===== config.mk =====
export PLATFORM = sky130hd
export DESIGN_NAME = multicycle_control_unit
export DESIGN_NICKNAME = d
export VERILOG_FILES = /design/src/rtl/cu_pkg.sv /design/src/rtl/multicycle_control_unit_cond_check.sv /design/src/rtl/multicycle_control_unit.sv
export SDC_FILE = /design/constraint.sdc
export NUM_CORES = 1
export LEC_CHECK = 0
export BUFFER_PORTS_ARGS = -buffer_cell sky130_fd_sc_hd__buf_4
export CAP_MARGIN = 20
export CORE_ASPECT_RATIO = 1.4
export CORE_UTILIZATION = 30
export DETAILED_ROUTE_END_ITERATION = 16
export PLACE_DENSITY = 0.49
export SLEW_MARGIN = 15
export SYNTH_ARGS = -nofsm -noshare
export SYNTH_HDL_FRONTEND = slang
export SYNTH_SLANG_ARGS = --single-unit

===== constraint.sdc =====
create_clock -name clk -period 4.18 [get_ports clk]
set_input_delay 0.627 -clock clk [delete_from_list [all_inputs] [get_ports clk]]
set_output_delay 0.627 -clock clk [all_outputs]
set_load 0.05 [all_outputs]

===== src/rtl/cu_pkg.sv =====
// cu_pkg: state and instruction-class types, opcode/ALU/condition constants
// and the opcode decoder shared by the multicycle control unit.
package cu_pkg;
  typedef enum logic [2:0] {S_FETCH, S_DECODE, S_EXEC, S_MEMRD, S_MEMWR, S_WB} state_e;
  typedef enum logic [2:0] {CL_NONE, CL_MOV, CL_ADD, CL_SUB, CL_CMP, CL_LDR, CL_STR, CL_BR} class_e;
  localparam logic [11:0] OP_MOV_R = 12'he1a;
  localparam logic [11:0] OP_MOV_I = 12'he3a;
  localparam logic [11:0] OP_ADD_R = 12'he08;
  localparam logic [11:0] OP_ADD_I = 12'he28;
  localparam logic [11:0] OP_SUB_R = 12'he04;
  localparam logic [11:0] OP_SUB_I = 12'he24;
  localparam logic [11:0] OP_CMP_R = 12'he15;
  localparam logic [11:0] OP_CMP_I = 12'he35;
  localparam logic [11:0] OP_LDR = 12'he59;
  localparam logic [11:0] OP_STR = 12'he58;
  localparam logic [3:0] CLASS_BR = 4'ha;
  localparam logic [2:0] ALU_MOV = 3'b000;
  localparam logic [2:0] ALU_ADD = 3'b010;
  localparam logic [2:0] ALU_SUB = 3'b110;
  localparam logic [3:0] COND_EQ = 4'h0;
  localparam logic [3:0] COND_NE = 4'h1;
  localparam logic [3:0] COND_GE = 4'ha;
  localparam logic [3:0] COND_LT = 4'hb;
  localparam logic [3:0] COND_GT = 4'hc;
  localparam logic [3:0] COND_LE = 4'hd;
  localparam logic [3:0] COND_AL = 4'he;
  // Exact encodings take priority over the branch class nibble.
  function automatic class_e decode_class(input logic [11:0] op);
    return (op == OP_MOV_R || op == OP_MOV_I) ? CL_MOV :
           (op == OP_ADD_R || op == OP_ADD_I) ? CL_ADD :
           (op == OP_SUB_R || op == OP_SUB_I) ? CL_SUB :
           (op == OP_CMP_R || op == OP_CMP_I) ? CL_CMP :
           (op == OP_LDR) ? CL_LDR :
           (op == OP_STR) ? CL_STR :
           (op[7:4] == CLASS_BR) ? CL_BR : CL_NONE;
  endfunction
  function automatic logic [2:0] alu_ctrl(input class_e c);
    return (c == CL_MOV) ? ALU_MOV : (c inside {CL_SUB, CL_CMP, CL_BR}) ? ALU_SUB : ALU_ADD;
  endfunction
endpackage


===== src/rtl/multicycle_control_unit_cond_check.sv =====
// cond_check: evaluates a branch condition code against the {N,Z,C,V} flags.
module cond_check
  import cu_pkg::*;
(
  input  logic [3:0] cond,
  input  logic [3:0] flags,
  output logic       taken
);
  logic n, z, c_unused, v;
  assign {n, z, c_unused, v} = flags;
  always_comb begin
    case (cond)
      COND_EQ: taken = z;
      COND_NE: taken = !z;
      COND_GE: taken = n == v;
      COND_LT: taken = n != v;
      COND_GT: taken = !z && n == v;
      COND_LE: taken = z || n != v;
      COND_AL: taken = 1'b1;
      default: taken = 1'b0;
    endcase
  end
endmodule


===== src/rtl/multicycle_control_unit.sv =====
// multicycle_control_unit: Moore control FSM for a multicycle datapath with
// bounded memory waits, branch condition evaluation and error pulses.
module multicycle_control_unit
  import cu_pkg::*;
#(
  parameter int OPCODE_W  = 12,
  parameter int ALUCTRL_W = 3,
  parameter int WAIT_MAX  = 15
) (
  input  logic                 clk,
  input  logic                 rst_n,
  input  logic [OPCODE_W-1:0]  opcode,
  input  logic [3:0]           alu_flags,
  input  logic                 mem_ready,
  output logic                 mem_req,
  output logic                 AdrSrc,
  output logic                 IRWrite,
  output logic                 PCWrite,
  output logic                 PCSrc,
  output logic                 MemWrite,
  output logic                 MemToReg,
  output logic                 RegWrite,
  output logic                 ALUSrc,
  output logic                 RegDst,
  output logic [ALUCTRL_W-1:0] ALUControl,
  output logic                 busy,
  output logic                 illegal,
  output logic                 mem_timeout
);
  localparam int WW = $clog2(WAIT_MAX + 1);
  state_e         state_q;
  class_e         class_q, dec;
  logic [3:0]     cond_q, flags_q;
  logic           imm_q, en_q, illegal_q, timeout_q;
  logic [WW-1:0]  wait_q;
  logic           taken, mem_st, wait_hit, br_taken;
  assign dec = decode_class(opcode[11:0]);
  // en_q keeps FETCH idle for the first cycle after reset so no request issues.
  assign mem_st = (state_q == S_FETCH && en_q) || state_q == S_MEMRD || state_q == S_MEMWR;
  assign wait_hit = mem_st && !mem_ready && wait_q == WW'(WAIT_MAX - 1);
  assign br_taken = state_q == S_EXEC && class_q == CL_BR && taken;
  cond_check u_cond (
    .cond  (cond_q),
    .flags (flags_q),
    .taken (taken)
  );
  always_ff @(posedge clk) begin
    if (!rst_n) begin
      state_q   <= S_FETCH;
      class_q   <= CL_NONE;
      cond_q    <= '0;
      imm_q     <= 1'b0;
      flags_q   <= '0;
      wait_q    <= '0;
      en_q      <= 1'b0;
      illegal_q <= 1'b0;
      timeout_q <= 1'b0;
    end else begin
      en_q      <= 1'b1;
      illegal_q <= 1'b0;
      timeout_q <= wait_hit;
      wait_q    <= (mem_st && !mem_ready && !wait_hit) ? wait_q + 1'b1 : '0;
      case (state_q)
        S_FETCH: state_q <= (en_q && mem_ready) ? S_DECODE : S_FETCH;
        S_DECODE: begin
          class_q   <= dec;
          cond_q    <= opcode[11:8];
          imm_q     <= opcode[5];
          illegal_q <= dec == CL_NONE;
          state_q   <= (dec == CL_NONE) ? S_FETCH : S_EXEC;
        end
        S_EXEC: begin
          if (class_q == CL_CMP) flags_q <= alu_flags;
          state_q <= (class_q == CL_LDR) ? S_MEMRD :
                     (class_q == CL_STR) ? S_MEMWR :
                     (class_q inside {CL_MOV, CL_ADD, CL_SUB}) ? S_WB : S_FETCH;
        end
        S_MEMRD: state_q <= mem_ready ? S_WB : wait_hit ? S_FETCH : S_MEMRD;
        S_MEMWR: state_q <= (mem_ready || wait_hit) ? S_FETCH : S_MEMWR;
        default: state_q <= S_FETCH;
      endcase
    end
  end
  assign mem_req     = mem_st;
  assign AdrSrc      = state_q == S_MEMRD || state_q == S_MEMWR;
  assign IRWrite     = state_q == S_FETCH && en_q && mem_ready;
  assign PCWrite     = IRWrite || br_taken;
  assign PCSrc       = br_taken;
  assign MemWrite    = state_q == S_MEMWR;
  assign MemToReg    = state_q == S_WB && class_q == CL_LDR;
  assign RegWrite    = state_q == S_WB;
  assign RegDst      = state_q == S_WB && imm_q;
  assign ALUSrc      = state_q == S_EXEC && class_q != CL_MOV;
  assign ALUControl  = (state_q == S_EXEC) ? ALUCTRL_W'(alu_ctrl(class_q)) : '0;
  assign busy        = state_q != S_FETCH;
  assign illegal     = illegal_q;
  assign mem_timeout = timeout_q;
endmodule


# Yosys cells after proc, flatten, opt, wreduce, memory -nomap -nowiden
# Index checks and enable logic that the tools add are counted.
dict set report word_totals {
  register_bits 22
  input_bits 19
  elab_cells 98
}
dict set report classes {
  n_addsub 1
  n_eq_ne 33
  muxes 21
  reduce_logical 34
}
# op count
set op_table {}
lappend op_table {{12-bit equality test, second input constant} 10}
lappend op_table {{3-bit 2-to-1 mux} 15}
lappend op_table {{4-bit equality test, second input constant} 7}
lappend op_table {{3-bit equality test, second input constant} 6}
lappend op_table {{3-bit case mux with 5 select lines} 1}
lappend op_table {{3-bit by 2-bit equality test with 1-bit output, second input constant} 4}
lappend op_table {{1-bit logical AND} 12}
lappend op_table {{1-bit logical OR} 10}
lappend op_table {{3-bit nonzero test} 3}
lappend op_table {{1-bit case mux with 7 select lines} 1}
lappend op_table {{3-bit by 1-bit equality test with 1-bit output, second input constant} 2}
lappend op_table {{3-bit logical NOT} 2}
lappend op_table {{2-bit AND reduction} 3}
lappend op_table {{4-bit by 1-bit adder with 4-bit output, second input constant} 1}
lappend op_table {{4-bit by 1-bit equality test with 1-bit output, second input constant} 1}
lappend op_table {{4-bit logical NOT} 1}
lappend op_table {{2-bit 2-to-1 mux} 2}
lappend op_table {{1-bit logical NOT} 3}
lappend op_table {{3-bit by 1-bit inequality test with 1-bit output, second input constant} 1}
lappend op_table {{1-bit 2-to-1 mux} 2}
lappend op_table {{1-bit equality test} 1}
lappend op_table {{1-bit inequality test} 1}

# Depth between registers and ports, before layout
# Gate-level depths: netlist of run 1.
dict set report logic_depth {
  ltp_word 11
  ltp_mapped 6
  mapped_depth_nobuf 6
}

# By module
# From an unflattened synthesis of run 1, not the netlist that was laid out.
dict set report hier_totals {
  cells_unflattened 150
  hier_area_um2 1293.7
}
# mod n_inst cells_each area_per_inst_um2 seq_area_each_um2
set modules_own_cells {}
lappend modules_own_cells {multicycle_control_unit 1 136 1196.1 440.4}
lappend modules_own_cells {cond_check 1 14 97.6 0.0}

# Worst setup path before layout of run 1
# No wires, ideal clock.
dict set report synth_path {
  path_kind {register -> output}
  startpoint {register state_q[1]}
  endpoint {output PCSrc}
  t_arrival_ps 2428
  path_slack_ps 1125
  path_stages_with_launch 5
  path_buffers 1
  cell_sequence {dfxtp_1 -> buf_6 -> nor3b_4 -> o311ai_1 -> nor4_1}
}
dict set report synth_between {
  elab_chain_len 3
}
# element line
set synth_lines {}
lappend synth_lines {{start, declared} multicycle_control_unit.sv:31} ;# state_e state_q;
lappend synth_lines {{start signal, assigned} multicycle_control_unit.sv:64} ;# S_FETCH: state_q <= (en_q && mem_ready) ? S_DECODE : S_FETCH;
lappend synth_lines {{start signal, assigned} multicycle_control_unit.sv:70} ;# state_q <= (dec == CL_NONE) ? S_FETCH : S_EXEC;
lappend synth_lines {{start signal, assigned} multicycle_control_unit.sv:74} ;# state_q <= (class_q == CL_LDR) ? S_MEMRD :
lappend synth_lines {{3-bit by 2-bit equality test with 1-bit output} multicycle_control_unit.sv:41} ;# assign br_taken = state_q == S_EXEC && class_q == CL_BR && taken;
lappend synth_lines {{1-bit logical AND (2 in a row)} multicycle_control_unit.sv:41}
lappend synth_lines {{end, declared} multicycle_control_unit.sv:19} ;# output logic PCSrc,
# Every way passes these cells.

# Worst setup path after layout of run 1
dict set report layout_path {
  startpoint {register state_q[1]}
  endpoint {output PCWrite}
}
dict set report layout_between {
  elab_chain_len 4
  elab_cells_between_ends 7
  classes_between {eq/ne (1); reduce/logical (6)}
}
# element line
set layout_lines {}
lappend layout_lines {{3-bit by 2-bit equality test with 1-bit output / 3-bit logical NOT (equally long branches)} {multicycle_control_unit.sv:41, multicycle_control_unit.sv:86}}
lappend layout_lines {{1-bit logical AND (on tied branches) (2 in a row)} {multicycle_control_unit.sv:41, multicycle_control_unit.sv:86}}
lappend layout_lines {{1-bit logical OR (*)} multicycle_control_unit.sv:87} ;# assign PCWrite = IRWrite || br_taken;
lappend layout_lines {{end, declared} multicycle_control_unit.sv:18} ;# output logic PCWrite,
# Every way passes the cells marked *; elsewhere a longest branch is shown, timed or not.

==> summary.md, run 1 <==
| Metric | Value |
|---|---|
| Post-Syn Area | `1324 um^2` |
| Status | `finished clean` |
| Crit start category | `flop` |
| Grt met3 use | `1.771%` |
| Via density | `4.803` |
| GR Util met2 | `20.00%` |
| PostCTS Resize Cnt | `0` |
| DP Area | `1563 um^2` |
| Diode count | `0` |
| Fill cells | `~450` |
| Starting Density | `31.23%` |
| Clock latency on the worst-skew pair | `0.26 ns` |
| Clock root buffer | `clkbuf_8` |
| Final Wtd Congestion | `between 0.7 and 0.8` |
| Clock share of power | `32.7%` |
| Syn_nets | `174` |
| Warnings, synthesis | `0` |
| Wire length per cell | `11.74 um` |
| Core outline area | `4239 um^2` |
| Hold WS | `~0.48 ns` |
| Die Y | `roughly 81 um` |
| Initial antenna violation count | `0` |
| DRC | `0` |
| Port bufs | `32` |
| Clk buf depth | `2` |
| Register area share after synthesis | `between 30% and 40%` |
| First-pass GRT wire length | `4629 um` |
| Int Pwr | `0.3001 mW` |
| Tmin final | `around 2.6 ns` |
| Num Clock Sinks | `21` |
| WL final | `2806 um` |
| Worst-margin pin slew | `just over 0.6 ns` |
| Clk slew on worst S/H paths | `0.07 ns` |
| Total iterations of the first detailed-routing run | `4` |
| Sequential Power Share | `52.2%` |
| Slowest stage cell, crit path | `dfxtp_1` |
| Die X | `58.14 um` |
| Setup_tns | `0 ns` |
| Top Ports | `35` |
| Number of flops mapped to enable cells by yosys | `0` |
| WP data required | `3.55 ns` |
| Multi-input logic area | `804.5 um^2` |
| Fin. max-slew vios | `0` |
| Unique masters post-synth | `45` |
| Tcrit/Tclk final | `61.82%` |
| Avg Inst Size Synth | `8.652 um^2` |
| Fmax achieved | `387.0 MHz` |
| Reg area | `420.4 um^2` |
| Worst-path cell chain | `nor3b_4 -> o311ai_1 -> o41ai_2 -> buf_4` |
| Post-CTS setup buffer count | `0` |
| Main synth FF type | `dfxtp_1` |
| H-tree depth | `1` |
| Pwr dens | `252.2 nW/um^2` |
| Nets | `201` |
| Leak | `around 0.66 nW` |
| Setup-failing EPs final | `0` |
| Comb power frac | `15.1%` |
| Skew final | `0.001012 ns` |
| CP max FO | `9` |
| Delay-heaviest family, CP | `flip-flops` |
| Max_cap viols | `0` |
| GR Overflow Total | `0` |
| Total CTS buffers | `3` |
| Final Cell Area | `1608 um^2` |
| Post-Synthesis Cells | `153` |
| CTS tree | `done` |
| Fin util | `37.93%` |
| Yosys reg bits | `21` |
| Sw Ratio | `25.99%` |
| RSZ-0062 raised after global routing | `no` |
| Synth-to-Final Area Change | `21.46%` |
| Crit-path max cell delay | `~0.54 ns` |
| Worst relative slew slack | `58.71%` |
| Largest net degree at the start of global routing | `19` |
| Share of cells above drive strength 1 | `22.91%` |
| CP Capture Type | `output port` |
| Crit Path Class | `reg -> out` |
| Count of final hold-check violations | `0` |
| Tot GR Track Use | `12.57%` |
| Final ANT Viol Nets | `0` |
| Grt met1 use | `between 10% and 20%` |
| Crit path DAT | `1.96 ns` |
| CTS hold repair buffers | `0` |
| Final HPWL from detailed placement | `around 2200 um` |
| FP Rows | `28` |
| Crit path buffers/inverters | `1` |
| Vias post-DR | `1148` |
| Asr flop ratio synth | `0%` |
| Die ar. | `between 4000 and 5000 um^2` |
| GRT Max-Usage Layer | `met2` |
| Min-delay worst type | `reg -> reg` |
| Vias in the first global route | `between 1000 and 1500` |
| Peak VDD IR | `100.3 uV` |
| Initial DRC count | `33` |
| Sw Pwr | `0.1054 mW` |
routing by layer:
layer | routed length, um | vias to the layer above
met4 | 36 | 0
met3 | 93 | 2
met1 | 1312 | 519
li1 | - | 601
met2 | 1364 | 26
met5 | 0 | -
through the flow:
| step | total power, mW | cells | setup WS (ns) |
|---|---|---|---|
| final | 0.4054 | 239 | 1.596 |
| after global routing | 0.4262 | 239 | 1.502 |
| after CTS | 0.4128 | 239 | 1.574 |
| after detailed placement | 0.2779 | 235 | 1.869 |
| after global placement | 0.2765 | 235 | 1.886 |
| after floorplan | 0.2539 | 153 | 1.125 |
layout by cell type, fill, tap and decap left out, types with 3 or more instances in the layout:
| cell type | instances |
|---|---|
| nor2b_1 | 9 |
| a21oi_1 | 8 |
| dfxtp_1 | 21 |
| mux2i_1 | 7 |
| o21ai_0 | 8 |
| nand3_1 | 6 |
| nand3b_1 | 3 |
| nand2_1 | 8 |
| a21boi_0 | 3 |
| inv_1 | 6 |
| and3_1 | 3 |
| nor4bb_1 | 3 |
| nor2_1 | 15 |
| clkbuf_8 | 3 |
| buf_4 | 32 |
synth_stat cells (2+ instances only):
cell       n  area [um^2]
a21boi_0   3        22.52
a21oi_1    8        40.04
a31oi_1    2        12.51
and2_1     2        12.51
and3_1     3        18.77
and4_1     2        17.52
and4b_1    2        20.02
buf_4      2        15.01
buf_6      4        45.04
clkbuf_1   3        11.26
dfxtp_1   21        420.4
ha_1       2        25.02
inv_1      6        22.52
mux2i_1    7        70.07
nand2_1    8        30.03
nand2b_1   2        12.51
nand3_1    6        30.03
nand3b_1   3        22.52
nand4b_1   2        17.52
nor2_1    15        56.30
nor2b_1    9        56.30
nor3b_1    2        15.01
nor3b_4    2        37.54
nor4bb_1   3        30.03
o211ai_1   2        15.01
o21a_1     2        15.01
o21ai_0    8        40.04
o22ai_1    2        12.51
or3_1      2        12.51
xnor2_1    2        17.52
xor2_1     2        17.52
worst register-to-register path: cells and delay by family, from the launching register on:
family	cells	cell delay, ns
DFF	1	0.60
AOI/OAI and AO/OA	2	0.16
and+or+nand+nor	2	0.86
flip-flops by register name, indices dropped and copies added (netlist names):
register	cells
imm_q	1
mem_timeout	1
state_q	3
cond_q	4
illegal	1
class_q	3
en_q	1
flags_q	3
wait_q	4
cell type report:
class / instances / share of cell area, %
Inverter: 6 / 1.401
Timing Repair Buffer: 32 / 14.94
Multi-Input combinational cell: 116 / 50.04
Clock buffer: 4 / 2.802
Tap cell: 60 / 4.669
Sequential cell: 21 / 26.15
logic make-up after synthesis:
group	Yosys count	synth area share, %
multiplexers	7	5.293
AO/OA/AOI/OAI	35	18.24
other	1	0.2833
adder cells (fa/ha/maj)	2	1.890
flip-flops	21	31.76
XOR/XNOR	4	2.647
AND/OR/NAND/NOR	67	32.42
buffers and inverters	16	7.466
power by group through the flow:
| stage | Combinational (mW) | Sequential (mW) | Clock (mW) |
|---|---|---|---|
| floorplan | 0.0411 | 0.213 | 0 |
| finish | 0.0613 | 0.212 | 0.132 |
| global route | 0.0670 | 0.213 | 0.147 |
| CTS | 0.0618 | 0.212 | 0.139 |
| detailed placement | 0.0615 | 0.216 | 0 |
| global placement | 0.0603 | 0.216 | 0 |
worst paths after layout:
path	start	end	slack (ns)	cells after the start
worst max-delay path	state_q[1]$_SDFF_PN0_	PCWrite	1.60	4
worst max register to register	state_q[0]$_SDFF_PN0_	state_q[1]$_SDFF_PN0_	2.49	4
worst min-delay path	wait_q[0]$_SDFF_PN0_	wait_q[0]$_SDFF_PN0_	0.48	1
worst min register to register	wait_q[0]$_SDFF_PN0_	wait_q[0]$_SDFF_PN0_	0.48	1
No activity file was read; power rests on OpenSTA's default activity.
==> run 2, diff against run 1 <==
clock period = 2.7 ns   (was 4.18 ns; I/O delays follow)
==> summary.md, run 2 (synthesis gave the netlist of run 1 again) <==
| Metric | Value |
|---|---|
| Status | `finished clean (unchanged)` |
| Worst relative slew slack | `59.11% (was 58.71%)` |
| DRC | `0 (unchanged)` |
| Fmax achieved | `416.1 MHz` |
| Max_cap viols | `0 (unchanged)` |
| Final ANT Viol Nets | `0 (unchanged)` |
| Synth-to-Final Area Change | `22.21% (was 21.46%)` |
| Worst-path cell chain | `nor3b_4 -> o311ai_1 -> o41ai_2 -> buf_4 (unchanged)` |
| Post-CTS setup buffer count | `0 (unchanged)` |
| Setup_tns | `0 ns (unchanged)` |
| Largest net degree at the start of global routing | `19 (unchanged)` |
| Clk buf depth | `2 (unchanged)` |
| Fin. max-slew vios | `0 (unchanged)` |
| Top Ports | `35 (unchanged)` |
| Largest registers | `cond_q x4, wait_q x4 (unchanged)` |
| Final WS setup | `0.2967 ns (was 1.596 ns)` |
| Clock latency on the worst-skew pair | `0.27 ns (was 0.26 ns)` |
| Vias in the first global route | `1120 (was 1039)` |
| Commonest non-fill, non-tap cell in the layout | `buf_4 (unchanged)` |
| Setup-failing EPs final | `0 (unchanged)` |
| Multi-input logic area | `810.8 um^2 (was 804.5 um^2)` |
| Initial DRC count | `12 (was 33)` |
| Via density | `4.916 (was 4.803)` |
| Reg area | `420.4 um^2 (unchanged)` |
| Peak VDD IR | `168.3 uV (was 100.3 uV)` |
| RSZ-0062 raised after global routing | `no (unchanged)` |
| Final Wtd Congestion | `0.7701 (was 0.7225)` |
| Final HPWL from detailed placement | `2361 um (was 2162 um)` |
| Fill cells | `451 (was 447)` |
| First-pass GRT wire length | `5002 um (was 4629 um)` |
| CP max FO | `9 (unchanged)` |
| Fin cells | `239 (unchanged)` |
| Slowest stage cell, crit path | `dfxtp_1 (unchanged)` |
| GR Overflow Total | `0 (unchanged)` |
| Vias post-DR | `1175 (was 1148)` |
| CTS tree | `done (unchanged)` |
| Leak | `0.6641 nW (was 0.6649 nW)` |
| Worst-margin pin slew | `0.6126 ns (was 0.6187 ns)` |
| Crit-path max cell delay | `0.53 ns (was 0.54 ns)` |
| Tcrit/Tclk final | `89.01%` |
| Crit start category | `flop (unchanged)` |
| Most frequent cells in the layout | `buf_4, dfxtp_1, nor2_1, nor2b_1 (unchanged)` |
| FP Rows | `28 (unchanged)` |
| Clock root buffer | `clkbuf_8 (unchanged)` |
| PostCTS Resize Cnt | `0 (unchanged)` |
| CTS hold repair buffers | `0 (unchanged)` |
| Crit Path Class | `reg -> out (unchanged)` |
| Dpl cells | `235 (unchanged)` |
| Crit path DAT | `2.00 ns (was 1.96 ns)` |
| Die X | `58.14 um (unchanged)` |
| Skew final | `0.01259 ns (was 0.001012 ns)` |
| Diode count | `0 (unchanged)` |
| Total iterations of the first detailed-routing run | `4 (unchanged)` |
| Die Y | `80.60 um (unchanged)` |
| Port bufs | `32 (unchanged)` |
| Die ar. | `4686 um^2 (unchanged)` |
| Tmin final | `between 2 and 2.5 ns` |
| Core outline area | `4239 um^2 (unchanged)` |
| CP Capture Type | `output port (unchanged)` |
| Pwr dens | `396.0 nW/um^2 (was 252.2 nW/um^2)` |
| H-tree depth | `1 (unchanged)` |
| Nets | `201 (unchanged)` |
| WL final | `3010 um (was 2806 um)` |
| Tot GR Track Use | `13.63% (was 12.57%)` |
| Wire length per cell | `12.59 um (was 11.74 um)` |
| Initial antenna violation count | `0 (unchanged)` |
| Fin util | `38.16% (was 37.93%)` |
| Starting Density | `31.23% (unchanged)` |
| Min-delay worst type | `in -> reg (was reg -> reg)` |
| Count of final hold-check violations | `0 (unchanged)` |
| Pre-CTS WS | `0.6120 ns (was 1.869 ns)` |
| WP data required | `2.30 ns (was 3.55 ns)` |
| Share of cells above drive strength 1 | `24.02% (was 22.91%)` |
| Total CTS buffers | `3 (unchanged)` |
| Num Clock Sinks | `21 (unchanged)` |
| Clk slew on worst S/H paths | `0.09 ns (was 0.07 ns)` |
==> run 2: cell count changes in the layout (fill, tap and decap cells not counted), sizes merged <==
cell      change
clkbuf        -1
clkinvlp      +1
==> run 2: area by class of cell <==
cell class              instances  share of cell area (%)
clock buffers                   3                   2.552
well taps                      60                   4.640
repair buffers                 32                   14.85
multi-input cells             116                   50.12
inverters                       6                   1.392
flip-flops and latches         21                   25.99
clock inverters                 1                  0.4640
==> run 2: where the power goes <==
group / switching [mW] / internal [mW] / leakage [nW] / total [mW]
clock: 0.113 / 0.104 / 0.0217 / 0.217
sequential: 0.0105 / 0.317 / 0.171 / 0.327
combinational: 0.0533 / 0.0427 / 0.472 / 0.0960
==> run 2: path summary, 6_finish.rpt <==
kind	start	endpoint	slack, ns	cells after the start
setup / recovery	state_q[1]$_SDFF_PN0_	PCWrite	0.30	4
hold / removal	rst_n	en_q$_DFF_P_	0.37	1
hold reg to reg	flags_q[0]$_SDFFE_PN0P_	flags_q[0]$_SDFFE_PN0P_	0.48	2
setup reg to reg	state_q[0]$_SDFF_PN0_	state_q[1]$_SDFF_PN0_	0.99	4
==> run 2: critical path: cells and delay by family (launching register included) <==
kind	cells	cell delay [ns]
AND/OR/NAND/NOR	1	0.37
flip-flops	1	0.53
AO/OA/AOI/OAI	2	0.58
buffers and inverters	1	0.25
==> run 2: routing by layer <==
layer  global-route usage, %  vias to the layer above  routed length [um]
met2                   25.52                       21                1621
met1                   15.76                      544                1272
li1                        -                      606                   -
met3                  0.9662                        4                  70
met5                       0                        -                   0
met4                   5.000                        0                  45
==> run 2: per-stage QoR <==
| step | total power, mW | area (um^2) | hold slack [ns] |
|---|---|---|---|
| final | 0.6407 | 1618 | 0.3678 |
| after global routing | 0.6690 | 1618 | 0.3657 |
| after CTS | 0.6461 | 1618 | 0.3673 |
| after detailed placement | 0.4309 | 1569 | 0.4611 |
| after global placement | 0.4292 | 1569 | 0.4470 |
| after floorplan | 0.3933 | 1330 | 0.4297 |
